File: config.mk
export PLATFORM = sky130hd
export DESIGN_NAME = qspi_psram_responder
export DESIGN_NICKNAME = d
export VERILOG_FILES = /design/src/rtl/qspi_psram_responder_pkg.sv /design/src/rtl/qspi_psram_responder_pin_sync.sv /design/src/rtl/qspi_psram_responder.sv
export SDC_FILE = /design/constraint.sdc
export NUM_CORES = 1
export LEC_CHECK = 0
export CAP_MARGIN = 20
export CORE_MARGIN = 10
export CORE_UTILIZATION = 35
export CTS_CLUSTER_SIZE = 40
export DETAILED_ROUTE_END_ITERATION = 8
export SLEW_MARGIN = 10
export SYNTH_ARGS = -nofsm -noshare
export SYNTH_HDL_FRONTEND = slang
export SYNTH_SLANG_ARGS = --single-unit
export TNS_END_PERCENT = 5
File: constraint.sdc
create_clock -name clk -period 6.07 [get_ports clk]
set_input_delay 1.5175 -clock clk [delete_from_list [all_inputs] [get_ports clk]]
set_output_delay 1.5175 -clock clk [all_outputs]
set_load 0.05 [all_outputs]
File: src/rtl/qspi_psram_responder_pkg.sv
`timescale 1ns/1ps
// Shared types for the QSPI PSRAM responder:
// FSM states, opcodes and line-direction helper.
package spi_types;

  typedef enum logic [2:0] {
    IDLE,
    CMD,
    ADDR,
    WAIT,
    WRITE_DATA,
    READ_DATA,
    IGNORE
  } ResponderState;

  localparam logic [7:0] CMD_ENTER_QUAD     = 8'h35;
  localparam logic [7:0] CMD_EXIT_QUAD      = 8'hF5;
  localparam logic [7:0] CMD_QUAD_WRITE     = 8'h38;
  localparam logic [7:0] CMD_FAST_QUAD_READ = 8'hEB;

  typedef enum logic [1:0] {
    SPI_SERIAL_IN,
    SPI_QUAD_IN,
    SPI_QUAD_OUT
  } SpiMode;

  // Only the quad-out direction turns the pads around.
  function automatic logic [3:0] line_oe(input SpiMode m);
    return (m == SPI_QUAD_OUT) ? 4'hF : 4'h0;
  endfunction

endpackage

File: src/rtl/qspi_psram_responder_pin_sync.sv
`timescale 1ns/1ps
// Two-flop synchronizer for an asynchronous pin, plus a
// third flop so rise/fall come out as one-clk pulses.
module spi_pin_sync #(
  parameter logic RST_VAL = 1'b0
) (
  input  logic clk,
  input  logic rst,
  input  logic i_pin,
  output logic o_level,
  output logic o_rise,
  output logic o_fall
);

  logic r_s1;
  logic r_s2;
  logic r_s3;

  // Synchronizer chain; reset parks it at the idle pin level.
  always_ff @(posedge clk) begin
    if (rst) begin
      r_s1 <= RST_VAL;
      r_s2 <= RST_VAL;
      r_s3 <= RST_VAL;
    end else begin
      r_s1 <= i_pin;
      r_s2 <= r_s1;
      r_s3 <= r_s2;
    end
  end

  assign o_level = r_s2;
  assign o_rise  = r_s2 & ~r_s3;
  assign o_fall  = ~r_s2 & r_s3;

endmodule

File: src/rtl/qspi_psram_responder.sv
`timescale 1ns/1ps
// QSPI PSRAM responder: serial/QPI command decode, quad write
// and fast quad read against a byte-wide backing store.
module qspi_psram_responder
  import spi_types::*;
#(
  parameter int WAIT_CYCLES = 6,
  parameter int ADDR_W      = 24
) (
  input  logic              clk,
  input  logic              rst,
  input  logic              sclk,
  input  logic              cs_n,
  input  logic [3:0]        sio_in,
  output logic [3:0]        sio_out,
  output logic [3:0]        sio_oe,
  output logic [ADDR_W-1:0] mem_addr,
  output logic [7:0]        mem_wdata,
  output logic              mem_we,
  output logic              mem_re,
  input  logic [7:0]        mem_rdata,
  output logic              quad_mode
);

  localparam logic [7:0] ADDR_LAST = 8'(ADDR_W / 4 - 1);
  localparam logic [7:0] WAIT_LAST = 8'(WAIT_CYCLES - 1);

  logic          w_sclk_rise;
  logic          w_sclk_fall;
  logic          w_unused_sclk_lvl;
  logic          w_cs_lvl;
  logic          w_unused_cs_rise;
  logic          w_unused_cs_fall;
  logic [7:0]    w_cmd_next;
  logic          w_cmd_done;
  logic [7:0]    w_rbyte;

  ResponderState r_state;
  logic [7:0]    r_cnt;
  logic [7:0]    r_cmd;
  logic [7:0]    r_rbyte;
  logic [3:0]    r_wnib;
  logic          r_half;
  logic          r_re_d;
  logic [1:0]    r_warm;
  logic          r_armed;
  logic [ADDR_W-1:0] r_addr;

  spi_pin_sync #(.RST_VAL(1'b0)) u_sclk_sync (
    .clk     (clk),
    .rst     (rst),
    .i_pin   (sclk),
    .o_level (w_unused_sclk_lvl),
    .o_rise  (w_sclk_rise),
    .o_fall  (w_sclk_fall)
  );

  spi_pin_sync #(.RST_VAL(1'b1)) u_cs_sync (
    .clk     (clk),
    .rst     (rst),
    .i_pin   (cs_n),
    .o_level (w_cs_lvl),
    .o_rise  (w_unused_cs_rise),
    .o_fall  (w_unused_cs_fall)
  );

  assign w_cmd_next = quad_mode ? {r_cmd[3:0], sio_in}
                                : {r_cmd[6:0], sio_in[0]};
  assign w_cmd_done = quad_mode ? (r_cnt == 8'd1)
                                : (r_cnt == 8'd7);
  // Read data is only guaranteed the clk after the strobe,
  // so bypass the holding register in that one cycle.
  assign w_rbyte    = r_re_d ? mem_rdata : r_rbyte;
  assign mem_addr   = r_addr;

  // Protocol FSM with registered pad and memory outputs.
  always_ff @(posedge clk) begin
    if (rst) begin
      r_state   <= IDLE;
      r_cnt     <= 8'd0;
      r_cmd     <= 8'd0;
      r_rbyte   <= 8'd0;
      r_wnib    <= 4'd0;
      r_half    <= 1'b0;
      r_re_d    <= 1'b0;
      r_warm    <= 2'd0;
      r_armed   <= 1'b0;
      r_addr    <= '0;
      quad_mode <= 1'b0;
      sio_out   <= 4'd0;
      sio_oe    <= 4'd0;
      mem_we    <= 1'b0;
      mem_re    <= 1'b0;
      mem_wdata <= 8'd0;
    end else begin
      mem_we <= 1'b0;
      mem_re <= 1'b0;
      r_re_d <= mem_re;
      if (r_re_d) r_rbyte <= mem_rdata;
      // Arm only after seeing a real cs_n high, so a select
      // held low across reset is not taken as a new frame.
      if (r_warm != 2'd2) r_warm <= r_warm + 2'd1;
      else if (w_cs_lvl) r_armed <= 1'b1;
      if (mem_we) r_addr <= r_addr + ADDR_W'(1);
      if (w_cs_lvl) begin
        r_state <= IDLE;
        r_cnt   <= 8'd0;
        r_half  <= 1'b0;
        sio_oe  <= line_oe(SPI_SERIAL_IN);
      end else begin
        unique case (r_state)
          IDLE: begin
            if (r_armed) begin
              r_state <= CMD;
              r_cnt   <= 8'd0;
              r_half  <= 1'b0;
            end
          end
          CMD: begin
            if (w_sclk_rise) begin
              r_cmd <= w_cmd_next;
              r_cnt <= r_cnt + 8'd1;
              if (w_cmd_done) begin
                r_cnt <= 8'd0;
                case (w_cmd_next)
                  CMD_ENTER_QUAD: begin
                    quad_mode <= 1'b1;
                    r_state   <= IGNORE;
                  end
                  CMD_EXIT_QUAD: begin
                    quad_mode <= 1'b0;
                    r_state   <= IGNORE;
                  end
                  CMD_QUAD_WRITE,
                  CMD_FAST_QUAD_READ: r_state <= ADDR;
                  default:            r_state <= IGNORE;
                endcase
              end
            end
          end
          ADDR: begin
            if (w_sclk_rise) begin
              r_addr <= {r_addr[ADDR_W-5:0], sio_in};
              r_cnt  <= r_cnt + 8'd1;
              if (r_cnt == ADDR_LAST) begin
                r_cnt   <= 8'd0;
                r_half  <= 1'b0;
                r_state <= (r_cmd == CMD_QUAD_WRITE)
                           ? WRITE_DATA : WAIT;
              end
            end
          end
          WAIT: begin
            if (w_sclk_rise) begin
              r_cnt <= r_cnt + 8'd1;
              if (r_cnt == WAIT_LAST) begin
                r_cnt   <= 8'd0;
                r_half  <= 1'b0;
                mem_re  <= 1'b1;
                r_state <= READ_DATA;
              end
            end
          end
          READ_DATA: begin
            if (w_sclk_fall) begin
              if (!r_half) begin
                sio_out <= w_rbyte[7:4];
                sio_oe  <= line_oe(SPI_QUAD_OUT);
                r_half  <= 1'b1;
              end else begin
                sio_out <= w_rbyte[3:0];
                r_addr  <= r_addr + ADDR_W'(1);
                mem_re  <= 1'b1;
                r_half  <= 1'b0;
              end
            end
          end
          WRITE_DATA: begin
            if (w_sclk_rise) begin
              if (!r_half) begin
                r_wnib <= sio_in;
                r_half <= 1'b1;
              end else begin
                mem_wdata <= {r_wnib, sio_in};
                mem_we    <= 1'b1;
                r_half    <= 1'b0;
              end
            end
          end
          IGNORE: begin
            r_cnt <= 8'd0;
          end
          default: r_state <= IDLE;
        endcase
      end
    end
  end

endmodule

Word-level counts from Yosys, hierarchy flattened
Cells that the tools add are included.
- register bits: 81
- bits in latches: 0
- memory bits (writable): 0
- bits in read-only memories: 0
- input bits: 16
- output and inout bits: 43
- word-level logic and storage cells: 118
- memories: 0
- $add $sub $neg: 3
- multiply operators: 0
- divide/modulo/power cells: 0
- order comparisons: 0
- eq/ne operators: 26
- shift-type cells: 0
- mux-type cells: 39
- bitwise operators: 10
- reductions and logical operators: 19
- operators by type and width (kind ; number):
    $mux 24 ; 5
    $mux 8 ; 7
    $pmux 24 s2 ; 1
    $pmux 8 s4 ; 1
    $mux 3 ; 9
    $add 24x1->24 const B ; 1
    $eq 8x6->1 const B ; 3
    $eq 8x3->1 const B ; 2
    $eq 8x8->1 const B ; 2
    $pmux 3 s5 ; 1
    $ne 2x1->1 const B ; 7
    $reduce_and 4->1 ; 3
    $mux 1 ; 11
    $ne 2x2->1 const B ; 5
    $eq 3x3->1 const B ; 3
    $reduce_and 3->1 ; 3
    $add 8x1->8 const B ; 1
    $eq 8x1->1 const B ; 1
    $not 1->1 ; 8
    $reduce_and 8->1 ; 1
    $reduce_bool 4->1 ; 2
    $eq 3x2->1 const B ; 2
    $reduce_and 6->1 ; 1
    $reduce_or 2->1 ; 3
    12 further kinds ; 14

Longest topological paths before layout
Gate-level depths: netlist of the first run.
- depth in word-level cells: 7
- gate-level depth with buffers: 8
- mapped depth without buffers: 6

Modules after synthesis
From an unflattened synthesis of the first run, not the netlist that was laid out.
- cell total of the unflattened synthesis: 625
- area, all modules: 5149.9 um2
- by module, submodules not included (module ; times used ; cells an instance ; area an instance (um2) ; sequential area each (um2)):
    qspi_psram_responder ; 1 ; 609 ; 4966.0 ; 1521.5
    spi_pin_sync at u_cs_sync ; 1 ; 8 ; 92.6 ; 60.1
    spi_pin_sync at u_sclk_sync ; 1 ; 8 ; 91.3 ; 60.1

Worst setup path after synthesis of the first run
No wires, ideal clock.
- path type: input to register
- start point: input port rst
- end point: register r_addr[19] (netlist: mem_addr[19])
- library setup time: 0.086 ns
- data arrival time: 2.677 ns
- required time: 5.984 ns
- slack: 3.308 ns
- cell stages on the path: 5
- buffers on the path: 0
- cell sequence: or2_2 -> o31ai_1 -> a41o_1 -> a21oi_1 -> a211oi_1
- RTL lines (item ; line ; text):
    start, declared ; qspi_psram_responder.sv:11 ; input logic rst,
    end signal, assigned ; qspi_psram_responder.sv:104 ; if (mem_we) r_addr <= r_addr + ADDR_W'(1);
    end signal, assigned ; qspi_psram_responder.sv:143 ; r_addr <= {r_addr[ADDR_W-5:0], sio_in};
    end signal, assigned ; qspi_psram_responder.sv:172 ; r_addr <= r_addr + ADDR_W'(1);
    end, declared ; qspi_psram_responder.sv:47 ; logic [ADDR_W-1:0] r_addr;

Worst setup path after layout of the first run
- start point: register quad_mode
- end point: output port quad_mode
- RTL lines (item ; line ; text):
    start, declared ; qspi_psram_responder.sv:22 ; output logic quad_mode
    start signal, assigned ; qspi_psram_responder.sv:89 ; quad_mode <= 1'b0;
    start signal, assigned ; qspi_psram_responder.sv:127 ; quad_mode <= 1'b1;
    start signal, assigned ; qspi_psram_responder.sv:131 ; quad_mode <= 1'b0;
No word-level cell between the ends.

==> results of run 1 <==
-- metal layers --
metal	GRT usage	wire [µm]	part of all wire
met1	0.194	6850	0.46
met2	0.227	6880	0.46
met3	0.0463	1060	0.071
met4	0.0467	177	0.012
met5	0	0	0
-- synth_stat cells (all sizes together) (5+ instances only) --
cell type / number / area share
nor2: 88 / 0.069
dfxtp: 81 / 0.32
a21oi: 36 / 0.038
mux2i: 35 / 0.069
nand2: 35 / 0.026
buf: 34 / 0.038
o21ai: 27 / 0.027
nand3: 23 / 0.024
clkbuf: 21 / 0.016
inv: 14 / 0.010
nand4: 14 / 0.019
xnor2: 13 / 0.023
xor2: 13 / 0.023
a211oi: 12 / 0.018
and3: 12 / 0.015
nor3: 12 / 0.013
nor4: 10 / 0.015
a31oi: 9 / 0.011
nor2b: 7 / 0.0087
nor3b: 7 / 0.014
o211ai: 7 / 0.010
o221ai: 7 / 0.012
o22ai: 6 / 0.0074
a311oi: 5 / 0.0087
a31o: 5 / 0.0087
and3b: 5 / 0.0087
nand2b: 5 / 0.0062
or4: 5 / 0.0074
-- final timing paths --
check	to	slack, ns	depth (start not counted)
worst max-delay path	quad_mode	2.40	1
worst min-delay path	u_cs_sync.o_level$_SDFF_PP1_	0.41	1
worst max register to register	mem_addr[15]$_SDFF_PP0_	3.52	5
worst min register to register	u_cs_sync.o_level$_SDFF_PP1_	0.41	1
-- cell usage in the layout (no fill, tap or decap), types with 8 or more instances in the layout --
cell | netlist | routed
a211oi_1 | 12 | 12
a21oi_1 | 35 | 35
a31oi_1 | 9 | 9
and3_1 | 12 | 12
clkbuf_16 | 0 | 9
clkdlybuf4s50_1 | 0 | 58
dfxtp_1 | 81 | 81
inv_1 | 14 | 14
mux2i_1 | 35 | 35
nand2_1 | 34 | 34
nand3_1 | 22 | 22
nand4_1 | 13 | 13
nor2_1 | 84 | 84
nor3_1 | 11 | 11
nor4_1 | 8 | 8
o21ai_0 | 17 | 17
o21ai_1 | 9 | 9
xnor2_1 | 13 | 13
xor2_1 | 13 | 13
-- final cells by class --
type | instances | area, µm² | share of cell area
Multi-Input combinational cell | 474 | 3110 | 0.527
Tap cell | 180 | 225 | 0.0382
Clock inverter | 5 | 41.3 | 0.00700
Timing Repair Buffer | 62 | 611 | 0.103
Sequential cell | 81 | 1620 | 0.275
Inverter | 14 | 52.6 | 0.00891
Clock buffer | 10 | 239 | 0.0405
-- logic make-up (layout without fill, tap and decap cells) --
family,count (synthesis),in the layout,share of synthesized area
compound gates,158,158,0.219
simple gates,250,250,0.269
xor+xnor,26,26,0.0450
buf+inv,69,91,0.0646
flops,81,81,0.321
mux,36,36,0.0715
fa+ha+maj,4,4,0.00989
-- power by group --
part / switching, mW / internal, mW
registers: 0.00862 / 0.542
logic: 0.0468 / 0.0346
clock network: 0.242 / 0.289
total: 0.297 / 0.865
-- sequential cells by signal, indices dropped and copies added, names as in the netlist, 2 cells and up --
signal and flops:
mem_wdata 8, mem_addr 24, sio_out 4, r_wnib 4, r_cmd 8, r_state 3, r_rbyte 8, r_warm 2
r_cnt 8
-- per-stage QoR --
stage,instances,hold WS [ns],utilization
3_3_place_gp,811,0.393,0.400
6_report,826,0.409,0.420
5_1_grt,826,0.421,0.420
3_5_place_dp,811,0.394,0.400
2_1_floorplan,624,0.389,-
4_1_cts,826,0.411,0.420
==> results.sh, run 1 <==
export IMPL_status="finished clean"
export IMPL_synth_async_reset_ratio=0
export IMPL_drv_slew=0
export IMPL_drive_gt1_frac=0.0635
export IMPL_synthToLayoutAreaGrowth_pct=16.6
export IMPL_routed_wl_mm=15.0
export IMPL_wl_per_cell_um=18.1
export IMPL_synth_enable_flop_cells=0
export IMPL_cts_sinks=81
export IMPL_via_per_inst=5.98
export IMPL_cts_hold_buf=0
export IMPL_grt_pass1_wl_mm=24.5
export IMPL_place_area_um2=5620
export IMPL_io_buffers=58
export IMPL_clk_path_buf_depth=2
export IMPL_critPathRequiredTime_ns=4.55
export IMPL_grt_pass1_vias=4651
export IMPL_synth_main_ff_cell="dfxtp_1"
export IMPL_fin_nets=662
export IMPL_fin_area_um2=5900
export IMPL_synth_cell_types=83
export IMPL_criticalPathCategory="flop to output pin"
export IMPL_cp_num_buf_inv=1
export IMPL_rsz0062_at_grt="false"
export IMPL_worstHoldStart="u_cs_sync.r_s1$_SDFF_PP1_"
export IMPL_synth_warnings=0
export IMPL_fill_cells=1408
export IMPL_grt_antenna_before_repair=0
export IMPL_fp_dieW_um=140
export IMPL_hold_viol=0
export IMPL_coreArea_um2=14000
export IMPL_fmax_mhz=272
export IMPL_period_needed_ns=3.67
export IMPL_timing_rr_start="mem_addr[4]$_SDFF_PP0_"
export IMPL_first_pass_iters=5
export IMPL_hold_path_class="flop to flop"
export IMPL_drv_cap=0
export IMPL_vias=4937
export IMPL_crit_family="buffers and inverters"
export IMPL_irDropWorstVdd_mv=0.182
export IMPL_start_util=0.360
export IMPL_post_cts_setup_buffers=0
export IMPL_finClkSkew_ns=0.00638
export IMPL_clk_latency_ns=0.35
export IMPL_max_stage_delay_ns=0.95
export IMPL_min_period_over_period=0.605
export IMPL_grt_overflow=0
export IMPL_netlist_area_um2=5060
export IMPL_cts_inserted_buffers=9
export IMPL_yosysSeqAreaShare=0.321
export IMPL_clk_pin_slew_ns=0.06
export IMPL_worst_ep_arrival_time_ns=2.15
export IMPL_pin_count=59
export IMPL_endpoint_kind="output pin"
export IMPL_critPathLaunch="quad_mode$_SDFFE_PP0P_"
export IMPL_tightest_slew_ns=0.888
export IMPL_cp_slowest_cell="clkdlybuf4s50_1"
export IMPL_synth_avg_cell_area_um2=8.11
export IMPL_syn_num_nets=644
export IMPL_crit_path_max_fanout=23
export IMPL_cts_root_buffer="clkbuf_16"
export IMPL_die_h_um=140
export IMPL_grt_max_degree=48
export IMPL_fp_dieArea_um2=19700
export IMPL_grt_use_total=0.149
export IMPL_cts_htree_levels=3
export IMPL_hpwl_mm=10.2
export IMPL_ys_ff_latch=81
export IMPL_power_density_nw_per_um2=197
export IMPL_critPathLaunchType="flop"
export IMPL_placementRows=43
export IMPL_place_gp_congestion=0.901
export IMPL_drc_errors=0
export IMPL_setup_slack_ns=2.40
export IMPL_antenna_cells=0
export IMPL_postSynthCellCount=624
export IMPL_crit_chain="clkdlybuf4s50_1"
export IMPL_cts_tree="built"
export IMPL_ant_nets=0
export IMPL_pre_cts_ws_ns=2.12
export IMPL_p_leak_nw=1.94
export IMPL_setup_viol_count_final=0
export IMPL_drt_iter0_drc=548
export IMPL_tns_ns=0
export IMPL_post_cts_resize_count=0
export IMPL_slew_headroom=0.408
export IMPL_total_power_mw=1.16
Power figures use the tool's default switching activity.
==> inputs of run 2 (changes only) <==
clock period = 3.4 ns   (was 6.07 ns; I/O delays follow)
==> run 2 against run 1 <==
Net effect: design area up 1.7%; non-clock buffer count up 8; power up 90%; sequential power up 79%; largest cell class unchanged.
==> results.sh, run 2 (synthesis gave the netlist of run 1 again) <==
export IMPL_pin_count=59
export IMPL_first_pass_iters=5
export IMPL_criticalPathCategory="flop to output pin"
export IMPL_crit_path_max_fanout=13
export IMPL_clk_pin_slew_ns=0.06
export IMPL_routed_wl_mm=15.3
export IMPL_fp_dieArea_um2=19700
export IMPL_cp_slowest_cell="clkdlybuf4s50_1"
export IMPL_setup_viol_count_final=0
export IMPL_placementRows=43
export IMPL_cts_root_buffer="clkbuf_16"
export IMPL_hpwl_mm=10.7
export IMPL_wl_met3_mm=1.25
export IMPL_max_stage_delay_ns=0.91
export IMPL_fp_dieW_um=140
export IMPL_drive_gt1_frac=0.0734
export IMPL_critPathLaunch="mem_addr[4]$_SDFF_PP0_"
export IMPL_min_period_over_period=0.802
export IMPL_drt_iter0_drc=487
export IMPL_endpoint_kind="output pin"
export IMPL_drv_cap=0
export IMPL_synthToLayoutAreaGrowth_pct=18.6
export IMPL_timing_rr_start="mem_addr[4]$_SDFF_PP0_"
export IMPL_post_cts_resize_count=0
export IMPL_hold_path_class="flop to flop"
export IMPL_clk_path_buf_depth=2
export IMPL_irDropWorstVdd_mv=0.212
export IMPL_fmax_mhz=367
export IMPL_post_cts_setup_buffers=0
export IMPL_die_h_um=140
export IMPL_cts_tree="built"
export IMPL_cts_htree_levels=3
export IMPL_grt_pass1_wl_mm=24.8
export IMPL_grt_overflow=0
export IMPL_worstHoldStart="u_cs_sync.r_s1$_SDFF_PP1_"
export IMPL_place_gp_congestion=0.871
export IMPL_wl_met1_mm=6.76
export IMPL_whs_path_depth=1
export IMPL_critPathRequiredTime_ns=2.55
export IMPL_slew_headroom=0.419
export IMPL_worst_ep_arrival_time_ns=1.88
export IMPL_grt_pass1_vias=4700
export IMPL_total_power_mw=2.20
export IMPL_rsz0062_at_grt="false"
export IMPL_clk_latency_ns=0.34
export IMPL_fin_nets=670
export IMPL_crit_chain="clkdlybuf4s50_1"
export IMPL_critPathLaunchType="flop"
export IMPL_fill_cells=1359
export IMPL_p_leak_nw=2.00
export IMPL_power_density_nw_per_um2=367
export IMPL_tns_ns=0
export IMPL_vias=5005
export IMPL_io_buffers=58
export IMPL_status="finished clean"
export IMPL_drv_slew=0
export IMPL_crit_family="buffers and inverters"
export IMPL_grt_antenna_before_repair=0
export IMPL_worstRegToRegCells=5
export IMPL_cp_num_cells=1
export IMPL_wl_per_cell_um=18.3
export IMPL_cts_hold_buf=0
export IMPL_final_cell_mix="nor2_1 (84), dfxtp_1 (81), clkdlybuf4s50_1 (58)"
export IMPL_grt_use_total=0.149
export IMPL_ant_nets=0
export IMPL_cp_num_buf_inv=1
export IMPL_drc_errors=0
export IMPL_period_needed_ns=2.73
export IMPL_coreArea_um2=14000
export IMPL_via_per_inst=6.00
export IMPL_finClkSkew_ns=0.00598
export IMPL_topRoutingLayerUsed="met4"
export IMPL_cts_inserted_buffers=9
export IMPL_final_common_cell="nor2_1"
export IMPL_grt_max_degree=44
export IMPL_largest_reg_flops=24
export IMPL_hold_viol=0
export IMPL_start_util=0.360
export IMPL_cts_sinks=81
export IMPL_met2_length_mm=6.96
export IMPL_tightest_slew_ns=0.870
export IMPL_antenna_cells=0
==> run 2: worst paths after layout <==
kind	end	slack, ns
worst max-delay path	mem_addr[4]	0.67
worst min-delay path	u_cs_sync.o_level$_SDFF_PP1_	0.43
worst max register to register	mem_addr[10]$_SDFF_PP0_	0.91
worst min register to register	u_cs_sync.o_level$_SDFF_PP1_	0.43
==> run 2: metrics by stage <==
stage	instance area, µm²	setup WS (ns)	std cells	hold WS, ns	util
2_1_floorplan	5060	1.03	624	0.389	-
6_report	6000	0.674	834	0.430	0.427
3_3_place_gp	5680	0.547	819	0.393	0.405
4_1_cts	6000	0.671	834	0.431	0.427
5_1_grt	6000	0.649	834	0.449	0.427
3_5_place_dp	5680	0.542	819	0.416	0.405
==> run 2: layout make-up <==
class	count	area (µm²)	area share
multi-input combinational	474	3110	0.518
sequential	81	1620	0.270
timing repair buffer	70	671	0.112
clock buffer	11	243	0.0405
tap	180	225	0.0375
clock inverter	4	76.3	0.0127
inverter	14	52.6	0.00876
==> run 2: layer usage <==
layer,track usage,up-vias
met2,0.238,232
met3,0.0358,22
met4,0.0571,0
met5,0,-
met1,0.189,2383
li1,-,2368
==> run 2: report_power, final <==
group	switching [mW]	internal, mW
clock network	0.411	0.663
logic	0.0837	0.0647
registers	0.0145	0.967
total	0.509	1.69
